<file path="src/rtl/uart_pkg.sv">
// rtl/uart_pkg.sv - shared UART state encoding and bit-timing helper
// Contents:
//   S_* localparams : 3-bit state codes shared by uart_rx and uart_tx
//   uart_state_t    : enum built from those codes
//   cycles_per_bit  : clk cycles per serial bit for a given clock/baud pair
package uart_pkg;

    localparam logic [2:0] S_IDLE       = 3'd0;
    localparam logic [2:0] S_START      = 3'd1;
    localparam logic [2:0] S_DATA       = 3'd2;
    localparam logic [2:0] S_PARITY     = 3'd3;
    localparam logic [2:0] S_STOP       = 3'd4;
    localparam logic [2:0] S_BREAK_WAIT = 3'd5;

    typedef enum logic [2:0] {
        IDLE       = S_IDLE,
        START      = S_START,
        DATA       = S_DATA,
        PARITY     = S_PARITY,
        STOP       = S_STOP,
        BREAK_WAIT = S_BREAK_WAIT
    } uart_state_t;

    function automatic int cycles_per_bit(input int clock_freq, input int baud_rate);
        return clock_freq / baud_rate;
    endfunction

endpackage

</file>
<file path="src/rtl/uart_rx_if.sv">
// rtl/uart_rx_if.sv - serial line and received-byte bundle for uart_rx
// Signals:
//   rx            : asynchronous serial line, idles high
//   data          : last correctly framed byte
//   data_valid    : one-cycle pulse, data updated
//   framing_error : one-cycle pulse, stop bit sampled low
//   parity_error  : one-cycle pulse, parity mismatch
//   busy          : receiver not idle
// Modports: master = receiver side, slave = line driver / byte consumer side.
interface uart_rx_if;
    logic       rx;
    logic [7:0] data;
    logic       data_valid;
    logic       framing_error;
    logic       parity_error;
    logic       busy;

    modport master (
        input  rx,
        output data, data_valid, framing_error, parity_error, busy
    );

    modport slave (
        output rx,
        input  data, data_valid, framing_error, parity_error, busy
    );
endinterface

</file>
<file path="src/rtl/uart_rx_sync.sv">
// rtl/uart_rx_sync.sv - two-flop synchroniser for the rx line, resets to idle-high
// Ports:
//   clk, reset : clock, synchronous active-high reset
//   d          : asynchronous input
//   q          : synchronised output (2 cycles of latency)
module uart_rx_sync (
    input  logic clk,
    input  logic reset,
    input  logic d,
    output logic q
);
    logic meta;

    always_ff @(posedge clk) begin
        if (reset) begin
            meta <= 1'b1;
            q    <= 1'b1;
        end else begin
            meta <= d;
            q    <= meta;
        end
    end
endmodule

</file>
<file path="src/rtl/uart_rx.sv">
// rtl/uart_rx.sv - 8N1 UART receiver with mid-bit sampling; optional parity via UART_RX_PARITY_EN
// Ports:
//   clk   : system clock
//   reset : synchronous active-high reset
//   bus   : uart_rx_if.master (rx in; data, data_valid, framing_error, parity_error, busy out)
// Parameters: CLOCK_FREQ, BAUD_RATE, PARITY_ODD (0 even / 1 odd, only with UART_RX_PARITY_EN).
module uart_rx
    import uart_pkg::*;
#(
    parameter int CLOCK_FREQ = 50000000,
    parameter int BAUD_RATE  = 9600,
    parameter bit PARITY_ODD = 1'b0
) (
    input  logic        clk,
    input  logic        reset,
    uart_rx_if.master   bus
);
    localparam int          CYCLES_PER_BIT = cycles_per_bit(CLOCK_FREQ, BAUD_RATE);
    localparam int          HALF_BIT       = CYCLES_PER_BIT / 2;
    localparam logic [15:0] BIT_LAST       = 16'(CYCLES_PER_BIT - 1);
    localparam logic [15:0] HALF_LAST      = 16'(HALF_BIT - 1);

    uart_state_t state;
    logic        rx_s;
    logic [15:0] cycle_count;
    logic [2:0]  bit_count;
    logic [7:0]  shift_reg;
    logic [7:0]  data_q;
    logic        data_valid_q;
    logic        framing_error_q;

    uart_rx_sync u_sync (
        .clk   (clk),
        .reset (reset),
        .d     (bus.rx),
        .q     (rx_s)
    );

`ifdef UART_RX_PARITY_EN
    logic parity_bad;
    logic parity_error_q;
`else
    wire unused_parity_cfg = PARITY_ODD;
`endif

    always_ff @(posedge clk) begin
        if (reset) begin
            state           <= IDLE;
            cycle_count     <= '0;
            bit_count       <= '0;
            shift_reg       <= '0;
            data_q          <= '0;
            data_valid_q    <= 1'b0;
            framing_error_q <= 1'b0;
`ifdef UART_RX_PARITY_EN
            parity_bad      <= 1'b0;
            parity_error_q  <= 1'b0;
`endif
        end else begin
            data_valid_q    <= 1'b0;
            framing_error_q <= 1'b0;
`ifdef UART_RX_PARITY_EN
            parity_error_q  <= 1'b0;
`endif
            case (state)
                IDLE: begin
                    if (!rx_s) begin
                        state       <= START;
                        cycle_count <= '0;
                    end
                end
                START: begin
                    if (cycle_count == HALF_LAST) begin
                        cycle_count <= '0;
                        bit_count   <= '0;
                        // A start bit that is no longer low at its midpoint is a glitch.
                        state       <= rx_s ? IDLE : DATA;
                    end else begin
                        cycle_count <= cycle_count + 16'd1;
                    end
                end
                DATA: begin
                    if (cycle_count == BIT_LAST) begin
                        cycle_count <= '0;
                        shift_reg   <= {rx_s, shift_reg[7:1]};
                        bit_count   <= bit_count + 3'd1;
                        if (bit_count == 3'd7) begin
`ifdef UART_RX_PARITY_EN
                            state <= PARITY;
`else
                            state <= STOP;
`endif
                        end
                    end else begin
                        cycle_count <= cycle_count + 16'd1;
                    end
                end
`ifdef UART_RX_PARITY_EN
                PARITY: begin
                    if (cycle_count == BIT_LAST) begin
                        cycle_count <= '0;
                        parity_bad  <= rx_s != (^shift_reg ^ PARITY_ODD);
                        state       <= STOP;
                    end else begin
                        cycle_count <= cycle_count + 16'd1;
                    end
                end
`endif
                STOP: begin
                    if (cycle_count == BIT_LAST) begin
                        cycle_count <= '0;
                        if (rx_s) begin
                            data_q       <= shift_reg;
                            data_valid_q <= 1'b1;
`ifdef UART_RX_PARITY_EN
                            parity_error_q <= parity_bad;
`endif
                            // Leaving mid-stop-bit lets a following start bit arrive with no gap.
                            state        <= IDLE;
                        end else begin
                            framing_error_q <= 1'b1;
                            state           <= BREAK_WAIT;
                        end
                    end else begin
                        cycle_count <= cycle_count + 16'd1;
                    end
                end
                BREAK_WAIT: begin
                    if (rx_s) begin
                        state <= IDLE;
                    end
                end
                default: state <= IDLE;
            endcase
        end
    end

    assign bus.data          = data_q;
    assign bus.data_valid    = data_valid_q;
    assign bus.framing_error = framing_error_q;
    assign bus.busy          = (state != IDLE);
`ifdef UART_RX_PARITY_EN
    assign bus.parity_error  = parity_error_q;
`else
    assign bus.parity_error  = 1'b0;
`endif
endmodule

</file>
<file path="src/flat_wrapper.sv">
// flat-port wrapper written by rule: the top's interface ports become plain ports
module uart_rx_flat import uart_pkg::*;
#(
    parameter int CLOCK_FREQ = 50000000,
    parameter int BAUD_RATE  = 9600,
    parameter bit PARITY_ODD = 1'b0
)
  (clk, reset, bus_rx, bus_data, bus_data_valid, bus_framing_error, bus_parity_error, bus_busy);
  uart_rx_if bus_i ();
  input  logic clk;
  input  logic reset;
  input wire logic [$bits(bus_i.rx)-1:0] bus_rx;
  output wire logic [$bits(bus_i.data)-1:0] bus_data;
  output wire logic [$bits(bus_i.data_valid)-1:0] bus_data_valid;
  output wire logic [$bits(bus_i.framing_error)-1:0] bus_framing_error;
  output wire logic [$bits(bus_i.parity_error)-1:0] bus_parity_error;
  output wire logic [$bits(bus_i.busy)-1:0] bus_busy;
  assign bus_i.rx = bus_rx;
  assign bus_data = bus_i.data;
  assign bus_data_valid = bus_i.data_valid;
  assign bus_framing_error = bus_i.framing_error;
  assign bus_parity_error = bus_i.parity_error;
  assign bus_busy = bus_i.busy;
  uart_rx #(.CLOCK_FREQ(CLOCK_FREQ), .BAUD_RATE(BAUD_RATE), .PARITY_ODD(PARITY_ODD)) u_core (.clk(clk), .reset(reset), .bus(bus_i));
endmodule
</file>
<file path="config.mk">
export PLATFORM = sky130hd
export DESIGN_NAME = uart_rx_flat
export DESIGN_NICKNAME = d
export VERILOG_FILES = /design/src/rtl/uart_pkg.sv /design/src/rtl/uart_rx_if.sv /design/src/rtl/uart_rx_sync.sv /design/src/rtl/uart_rx.sv /design/src/flat_wrapper.sv
export SDC_FILE = /design/constraint.sdc
export NUM_CORES = 1
export LEC_CHECK = 0
export ABC_CLOCK_PERIOD_IN_PS = 2290
export BUFFER_PORTS_ARGS = -buffer_cell sky130_fd_sc_hd__clkbuf_2
export CELL_PAD_IN_SITES_DETAIL_PLACEMENT = 0
export CELL_PAD_IN_SITES_GLOBAL_PLACEMENT = 1
export CORE_MARGIN = 2
export CORE_UTILIZATION = 40
export DETAILED_ROUTE_END_ITERATION = 12
export HOLD_SLACK_MARGIN = 0.02
export PLACE_DENSITY = 0.8
export SYNTH_ARGS = -nofsm -noshare
export SYNTH_HDL_FRONTEND = slang
export SYNTH_SLANG_ARGS = --single-unit
</file>
<file path="constraint.sdc">
create_clock -name clk -period 2.29 [get_ports clk]
set_clock_uncertainty 0.05 [all_clocks]
set_input_delay 0.229 -clock clk [delete_from_list [all_inputs] [get_ports clk]]
set_output_delay 0.229 -clock clk [all_outputs]
set_load 0.02 [all_outputs]
</file>
==> impl_metrics.yaml <==
synthesis:
  synth_xor_xnor_area_share_pct: 0.426
  postSynthAreaPerCell_um2: 8.79
  yosysWarnings: 0
  ys_top_cells_by_count: "dfxtp_1 (42), nor2_1 (27), nand2_1 (19)"
  synth_edf_count: 0
  synth_seq_cells: 42
  yosysUniqueCellTypes: 52
  yosysTopAreaCell: "dfxtp_1"
  seq_area_frac_synth_pct: 40.9
  synth_top_area_share_pct: 40.9
  synth.area.mux_share_pct: 9.31
  syn_area_um2: 2060
  synthSimpleGateAreaFrac_pct: 29.5
  synth_cells: 234
  yosys.area_share.adder_pct: 2.31
  yosysMostFrequentCell: "dfxtp_1"
  synth_compound_area_share_pct: 13.2
  synth_top_family_by_area: "simple AND/OR/NAND/NOR gates"
  async_flop_share_pct: 0
  synth_area_leaders: "dfxtp_1 (41%), mux2i_1 (8.8%), nor2_1 (4.9%), nand2_1 (3.5%), o21ai_0 (2.7%)"
  ys.flop_type: "dfxtp_1"
  syn_nets: 240
critical_path:
  worstPathMaxFanout: 8
  critPathCaptureType: "flip-flop"
  path_delay_family: "simple AND/OR/NAND/NOR gates"
  crit_arrival_ns: 2.29
  start_kind: "flip-flop"
  worst_ep_required_time_ns: 2.42
  cp_slowest_cell: "or4_4"
  slowest_delay_ns: 0.52
  path_class: "flip-flop to flip-flop"
  path_cells: "ha_2 -> and4bb_1 -> nand4_4 -> or4_4 -> buf_4 -> mux2i_1 -> nor2_1"
  path_buf_inv: 1
global_route:
  grt_usage_pct: 17.3
  grt_pass1_wl_um: 7480
  grt_pass1_vias: 1613
  antenna_found_initial: 0
  grt_overflow: 0
  grt_max_degree: 31
power_and_ir_drop:
  p_leak_nw: 0.895
  p_per_area_nw_per_um2: 604
  ir_drop_uv: 494
floorplanning:
  design.core.area_um2: 5040
  ioPinCount: 15
  design.die.area_um2: 5730
  rows: 26
  initial_utilization_pct: 40.8
  fp.dieW_um: 75.7
  die_y_um: 75.7
status:
  status: "completed"
detailed_routing:
  dr_total_vias: 1709
  route.detailed.drc: 0
  routed_wl_um: 4250
  wl_per_cell_um: 13.2
  drtPass1Iterations: 4
  drt_iter0_drc: 164
  postRouteAntennaNets: 0
  vias_per_cell: 5.32
cts:
  clk_path_buf_depth: 2
  cts_buffers: 5
  insertion_delay_ns: 0.29
  tritoncts: "built"
  cts.sink_count: 42
  cts_max_level: 2
  cts_root_buffer: "clkbuf_8"
  cts.clk_slew.worst_paths_ns: 0.08
cells_and_area:
  final_cells: 321
  area_growth_pct: 12.8
  largest_reg_flops: 16
  drive_above_1_share_pct: 19.1
  layout.nets: 256
  diodes: 0
sta:
  post-route-period-util_pct: 94.4
  worstMarginPinSlew_ns: 0.504
  setup_slack_ns: 0.128
  final_hold_viol_count: 0
  finalSetupViolations: 0
  slew_headroom_pct: 66.3
  rsz0062_at_grt: "false"
  report.final.slew_viol_count: 0
  min_period_ns: 2.16
  hold_slack_ns: 0.0653
  fmax_ghz: 0.463
  setup_tns_ns: 0
place:
  io_buffers: 13
  place_hpwl_um: 2900
  dp_slack_ns: 0.124
  dp_cells: 313
  gp_congestion: 0.808
min_path:
  min_path_type: "input port to flip-flop"
flow_run:
  drv_cap: 0
cell usage in the layout, fill, tap and decap left out, drive strengths merged, types with 2 or more instances in the layout:
cell type,instances
dfxtp,42
nor2,28
nand2,19
clkbuf,19
mux2i,18
o21ai,11
a21oi,10
nor3,9
nand3,8
buf,8
nand4,8
inv,7
a31oi,7
or3,7
and4bb,5
nand2b,4
a21o,3
and3,3
ha,3
or4b,2
a41oi,2
nor4,2
a211oi,2
or2,2
nand3b,2
nor4b,2
and2,2
a22o,2
report_power, final:
part,switching [W],internal (W),total [W]
Sequential,0.00000951,0.000740,0.000749
Combinational,0.0000955,0.0000529,0.000148
Clock,0.000261,0.000242,0.000504
Total,0.000366,0.00104,0.00140
metal layers:
layer  track usage [%]  up-vias  wire length (um)
li1                  -      879                 -
met1              22.5      795              2040
met2              28.2       31              2000
met3              4.37        4               172
met4              5.26        0                38
met5                 0        -                 0
metrics by stage:
step / total power, W / cell area, um^2 / utilization [%]
global placement: 0.000913 / 2210 / 43.8
detailed placement: 0.000913 / 2210 / 43.8
CTS: 0.00141 / 2300 / 45.7
global route: 0.00147 / 2320 / 46.0
finish: 0.00140 / 2320 / 46.0
floorplan: 0.000873 / 2060 / -
timing repair:
action / 4_1_cts / 5_1_grt
endpoints found under the setup margin: 0 / 10
resized for setup: 0 / 4
setup buffers: 0 / 0
hold buffers: 0 / 0
logic make-up (layout without fill, tap and decap cells):
family / Yosys count / count (layout)
DFF: 42 / 42
xor gates and xnor gates: 1 / 1
buffers and inverters: 19 / 36
AOI/OAI and AO/OA: 42 / 42
other: 1 / 1
muxes: 19 / 19
and+or+nand+nor: 106 / 106
adders and majority gates: 4 / 4
final cells by class:
cell class                 count  area (um^2)
inverter                       7         26.3
fill                         494         2720
tap                           70         87.6
clock inverter                 2         12.5
multi-input combinational    173         1140
sequential                    42          842
clock buffer                   6         82.6
timing repair buffer          21          125
worst register-to-register path, cell delays in order, from the launching register on:
cell	delay (ns)
dfxtp_1	0.39
ha_2	0.23
and4bb_1	0.25
nand4_4	0.19
or4_4	0.52
buf_4	0.20
mux2i_1	0.17
nor2_1	0.06
path summary, 6_finish.rpt:
kind                                       startpoint            endpoint  slack [ns]  cells past startpoint
worst max register to register  u_core.cycle_count[1]  u_core.bus.data[6]        0.13                      7
worst min-delay path                           bus_rx  u_core.u_sync.meta        0.07                      2
worst max-delay path            u_core.cycle_count[1]  u_core.bus.data[6]        0.13                      7
worst min register to register     u_core.u_sync.meta     u_core.u_sync.q        0.36                      1
Power figures use the tool's default switching activity.
